### config.mk
export PLATFORM = sky130hd
export DESIGN_NAME = imem_sync_fetch
export DESIGN_NICKNAME = d
export VERILOG_FILES = /design/src/rtl/imem_sync_fetch.sv
export SDC_FILE = /design/constraint.sdc
export NUM_CORES = 2
export LEC_CHECK = 0
export BUFFER_PORTS_ARGS = -buffer_cell sky130_fd_sc_hd__buf_2
export CORE_ASPECT_RATIO = 0.9
export CORE_UTILIZATION = 40
export DETAILED_ROUTE_END_ITERATION = 12
export SETUP_SLACK_MARGIN = 0.2
export SKIP_LAST_GASP = 1
export SLEW_MARGIN = 20
export SYNTH_ARGS = -nofsm -noshare
export SYNTH_HDL_FRONTEND = slang
export SYNTH_SLANG_ARGS = --single-unit
### constraint.sdc
create_clock -name clk -period 4.1 [get_ports clk]
set_input_delay 0.82 -clock clk [delete_from_list [all_inputs] [get_ports clk]]
set_output_delay 0.82 -clock clk [all_outputs]
set_load 0.01 [all_outputs]
### src/rtl/imem_sync_fetch.sv
// Writable synchronous instruction memory: zero-clear sweep after reset, program port,
// 1-cycle valid/ready fetch with backpressure and flush. Optional parity: IMEM_PARITY_EN.
module imem_sync_fetch #(
    parameter int ADDR_W = 32,
    parameter int DATA_W = 32,
    parameter int DEPTH  = 64
) (
    input  logic              clk,
    input  logic              rst_n,
    input  logic              req_valid,
    output logic              req_ready,
    input  logic [ADDR_W-1:0] req_addr,
    output logic              rsp_valid,
    input  logic              rsp_ready,
    output logic [DATA_W-1:0] rsp_data,
    output logic [1:0]        rsp_err,
    input  logic              flush,
    input  logic              prog_we,
    input  logic [ADDR_W-1:0] prog_addr,
    input  logic [DATA_W-1:0] prog_data,
    output logic              init_done
`ifdef IMEM_PARITY_EN
    ,
    input  logic              prog_par_inv
`endif
);
    localparam int IDX_W = $clog2(DEPTH);

    typedef enum logic {CLEAR, RUN} state_t;

    state_t            state;
    logic [IDX_W-1:0]  clr_cnt;
    logic [DATA_W-1:0] mem [DEPTH];

    logic [IDX_W-1:0]  req_idx, prog_idx;
    logic              req_mis, req_oor, prog_oor, accept;
    logic              unused_prog;

    assign req_idx  = req_addr[IDX_W+1:2];
    assign prog_idx = prog_addr[IDX_W+1:2];
    assign req_mis  = |req_addr[1:0];
    assign req_oor  = |(req_addr >> (IDX_W + 2));
    assign prog_oor = |(prog_addr >> (IDX_W + 2));
    assign unused_prog = &{1'b0, prog_addr[1:0]};

    // Program writes win over fetches, so a read never collides with a write.
    assign req_ready = (state == RUN) && !prog_we && !flush && (!rsp_valid || rsp_ready);
    assign accept    = req_valid && req_ready;

`ifdef IMEM_PARITY_EN
    logic mem_par [DEPTH];
    logic rd_par_err;

    assign rd_par_err = (^mem[req_idx]) != mem_par[req_idx];

    always_ff @(posedge clk) begin
        if (state == CLEAR)
            mem_par[clr_cnt] <= 1'b0;
        else if (prog_we && !prog_oor)
            mem_par[prog_idx] <= (^prog_data) ^ prog_par_inv;
    end
`endif

    // Array has no reset; the CLEAR sweep is what zeroes it.
    always_ff @(posedge clk) begin
        if (state == CLEAR)
            mem[clr_cnt] <= '0;
        else if (prog_we && !prog_oor)
            mem[prog_idx] <= prog_data;
    end

    always_ff @(posedge clk or negedge rst_n) begin
        if (!rst_n) begin
            state     <= CLEAR;
            clr_cnt   <= '0;
            init_done <= 1'b0;
        end else if (state == CLEAR) begin
            clr_cnt <= clr_cnt + 1'b1;
            if (clr_cnt == IDX_W'(DEPTH - 1)) begin
                state     <= RUN;
                init_done <= 1'b1;
            end
        end
    end

    always_ff @(posedge clk or negedge rst_n) begin
        if (!rst_n) begin
            rsp_valid <= 1'b0;
            rsp_data  <= '0;
            rsp_err   <= 2'b00;
        end else if (flush) begin
            rsp_valid <= 1'b0;
        end else if (accept) begin
            rsp_valid <= 1'b1;
            if (req_mis) begin
                rsp_data <= '0;
                rsp_err  <= 2'b01;
            end else if (req_oor) begin
                rsp_data <= '0;
                rsp_err  <= 2'b10;
`ifdef IMEM_PARITY_EN
            end else if (rd_par_err) begin
                rsp_data <= '0;
                rsp_err  <= 2'b11;
`endif
            end else begin
                rsp_data <= mem[req_idx];
                rsp_err  <= 2'b00;
            end
        end else if (rsp_ready) begin
            rsp_valid <= 1'b0;
        end
    end
endmodule

==> metrics.sh <==
MOST-COMMON-LAYOUT-CELLS='2048 x edfxtp_1, 504 x mux2i_1, 263 x mux4_2'
STANDARD_CELL_ROW_COUNT=156
CLK_LATENCY_NS=0.85
VIAS=42100
SYNTH_ENABLE_FLOP_CELLS=2048
PLACE_WORST_SETUP_SLACK_NS=0.273
WIRE_LENGTH_OF_THE_FIRST_GLOBAL_ROUTING_PASS_MM=312
YS_SEQ_ELEMENTS=2091
SYNTH.CELL_AREA_SQ_UM=81000
GRT_PASS1_VIAS=41400
DIE-WIDTH_UM=476
CLOCKBUFFERDEPTH=3
DRT-MET1-WL_MM=93.0
CELLPOWERDENSITY_nW_PER_UM2=452
FIN_TOTAL_PWR_mW=43.1
FINAL_LAYOUT_SIZE_SUFFIX_GT1_FRAC=0.257
MAX_CLOCK_FREQ_GHz=0.328
FINAL_MIN_PERIOD_OVER_CLOCK_PERIOD=0.744
DESIGN.DIE.AREA_SQ_UM=204000
ROUTED_WIRE_LENGTH_PER_INSTANCE_UM=30.1
GLOBAL_ROUTE.OVERFLOW_TOTAL=0
DRT-PASS1-ITER-COUNT=6
CP_MAX_FO=32
SYN-MEAN-INSTANCE-AREA_SQ_UM=20.0
PLACEMENT.IO_BUFFERS=136
NETLIST-CELL-TYPE-COUNT=56
ROUTE.TOP_LAYER_USED='met5'
CTS_NUM_SINKS=2091
WL_MET3_MM=17.2
DP_HPWL_MM=132
LAYOUT_SETUP_WS_NS=1.05
FINISH.NET_COUNT=4562
SYNTH-WARNING-COUNT=0
CP_SLOWEST_STAGE_DELAY_NS=0.76
WORSTSETUPPATHTYPE='primary input to flop'
POST-PLACE-CELLS=6937
FINAL-INSTANCE-COUNT-EXCL-FILL=7322
STDCELL_AREA_SQ_UM=95300
GRT_MAX_DEGREE=85
FINALMAXSLEWVIOLATIONS=0
CTS_TREE='built'
DIE_HEIGHT_UM=429
VIA_PER_INST=5.75
REMAINING_DRC_ERRORS=0
DRT-INITIAL-DRC-COUNT=4390
GRT_SETUP_UNREPAIRED='no'
AREA.GROWTH.SYNTH_TO_FINAL_PCT=17.6
DESIGN.CORE.AREA_SQ_UM=201000
CTS.CLK_SLEW.WORST_PATHS_NS=0.06
CP_DATA_REQUIRED_TIME_NS=4.65
RUN_STATUS='complete, no violations'
ARRIVAL_NS=3.61
CELLS_TRAVERSED_ALONG_THE_WORST_TIMING_PATH='buf_2 > nor4b_1 > and4_1 > and3_2 > buf_4 > mux2i_1 > nor2_4 > buf_12'
CP-START-KIND='primary input'
WL_MET2_MM=103
CRITICAL_PATH.ENDPOINT_TYPE='flop'
FIN_WORST_SKEW_NS=0.0340
SYNTHESIZED_NETLIST_NET_COUNT=4158
TIGHTEST_SLEW_NS=1.16
TIMING.FINAL.SETUP_VIOLATIONS=0
DRV_CAP=0
GPL.FINAL_WEIGHTED_CONGESTION=0.936
TIMING.SLEW.HEADROOM=0.220
SYNTH_SEQ_AREA_SHARE=0.772
HP-CLASS='primary input to flop'
SYNTHFLOPTYPE='edfxtp_1'
PLACEDINSTANCEAREA_SQ_UM=88600
POSTSYNTHCELLCOUNT=4055
ROUTED_WIRELENGTH_MM=221
CTS-BUFFERS-INSERTED=205
INITIAL_CELL_DENSITY_OF_THE_CORE=0.403
FINAL_COMMON_CELL='edfxtp_1'
ROUTE.ANTENNA.REMAINING_NETS=0
HOLD_VIOLATIONS=0
NUMBER_OF_ANTENNA_VIOLATIONS_AT_THE_FIRST_CHECK_IN_GLOBAL_ROUTING=18
IO_PINS=139
VDD.IR_DROP.WORST_uV=356
CTS.HTREE.LEVELS=4
CTS.REPAIR_TIMING.SETUP_BUFFER_COUNT=0
GLOBALROUTETOTALUTIL=0.214
POWER.LEAKAGE_nW=26.9
ASYNC_FLOP_SHARE=0.0206
PERIOD_MINUS_SLACK_NS=3.05
STANDARD_CELL_WITH_THE_MAXIMUM_STAGE_DELAY_ON_THE_CRITICAL_PATH='mux2i_1'
CTS_ROOT_BUFFER='clkbuf_16'
routing by layer:
| layer | global-route usage | up-vias |
|---|---|---|
| met2 | 0.332 | 1760 |
| met1 | 0.303 | 22400 |
| met3 | 0.0384 | 310 |
| met5 | 0 | - |
| li1 | - | 17600 |
| met4 | 0.0734 | 6 |
cells by family (layout without fill, tap and decap cells):
family,after synthesis,in the layout,synth area share
XOR/XNOR,5,5,0.000540
adder cells (fa/ha/maj),1,1,0.000154
buffers and inverters,252,821,0.0150
AO/OA/AOI/OAI,492,492,0.0448
flip-flops,2091,2091,0.772
AND/OR/NAND/NOR,377,377,0.0224
multiplexers,837,837,0.145
other,0,12,0
report_power, final:
part | internal (mW) | switching (mW)
Clock | 10.8 | 7.87
Sequential | 23.1 | 0
Combinational | 0.497 | 0.880
area by class of cell:
| cell class | count | area [sq um] |
|---|---|---|
| fill | 16600 | 106000 |
| sequential | 2091 | 62600 |
| multi-input combinational | 1712 | 18100 |
| clock buffer | 270 | 5600 |
| timing repair buffer | 443 | 4610 |
| tap | 2686 | 3360 |
| clock inverter | 102 | 1060 |
| antenna | 12 | 30.0 |
| inverter | 6 | 22.5 |
through the flow:
| step | hold WS, ns | setup TNS (ns) | utilization |
|---|---|---|---|
| 2_1_floorplan | 0.511 | -73.82 | - |
| 3_3_place_gp | 0.455 | 0 | 0.441 |
| 3_5_place_dp | 0.455 | 0 | 0.441 |
| 4_1_cts | 0.140 | 0 | 0.474 |
| 5_1_grt | 0.206 | 0 | 0.474 |
| 6_report | 0.192 | 0 | 0.474 |
worst max-delay path, delay by kind of cell:
kind	cells	cell delay, ns
and+or+nand+nor	4	1.40
muxes	1	0.76
buffers and inverters	3	0.56
registers in the layout, summed over array words and instances, names as in the netlist:
| signal | cells |
|---|---|
| rsp_err | 2 |
| mem | 2048 |
| rsp_valid | 1 |
| state | 1 |
| init_done | 1 |
| rsp_data | 32 |
| clr_cnt | 6 |
Yosys cell counts (all sizes together) (2+ instances only):
cell | instances | area share
nor4b | 2 | 0.00022
xnor2 | 5 | 0.00054
nor2b | 40 | 0.0031
o2111ai | 31 | 0.0034
nand4 | 5 | 0.00039
o21ai | 5 | 0.00031
nor3b | 7 | 0.00071
nor3 | 15 | 0.00093
edfxtp | 2048 | 0.76
o22a | 10 | 0.0011
mux4 | 263 | 0.073
nor2 | 100 | 0.0046
a2111oi | 2 | 0.00029
nand3b | 2 | 0.00019
buf | 126 | 0.0091
a21oi | 96 | 0.0059
nand2b | 12 | 0.00093
a32oi | 8 | 0.00086
a31oi | 6 | 0.00046
dfrtp | 43 | 0.013
or3 | 3 | 0.00023
a211o | 52 | 0.0056
o41ai | 62 | 0.0067
clkbuf | 120 | 0.0056
nand2 | 116 | 0.0054
mux2i | 506 | 0.062
a41oi | 2 | 0.00022
and3 | 3 | 0.00023
and2 | 38 | 0.0029
a221oi | 62 | 0.0067
a2bb2oi | 2 | 0.00022
inv | 5 | 0.00023
mux2 | 68 | 0.0094
o22ai | 85 | 0.0066
nor4 | 12 | 0.00093
nand3 | 16 | 0.00099
o31a | 2 | 0.00022
a22oi | 63 | 0.0058
timing repair:
item / CTS / global route
hold buffers: 1 / 0
resized for setup: 0 / 0
endpoints found under the hold margin: 19 / 0
path summary, 6_finish.rpt:
kind                                       endpoint  slack (ns)                     start  cells past startpoint
min                           rsp_valid$_DFFE_PN0P_        0.19                     flush                      2
max reg2reg                rsp_data[30]$_DFFE_PN0P_        1.25           state$_DFF_PN0_                      4
min reg2reg                rsp_data[16]$_DFFE_PN0P_        0.47  rsp_data[16]$_DFFE_PN0P_                      2
max                           mem[21][12]$_DFFE_PP_        1.05              prog_addr[9]                      8
min in group asynchronous     init_done$_DFFE_PN0P_        0.51                     rst_n                      2
max in group asynchronous    clr_cnt[4]$_DFFE_PN0N_        2.82                     rst_n                      3
Note: power is estimated with default switching activity, not from simulation.
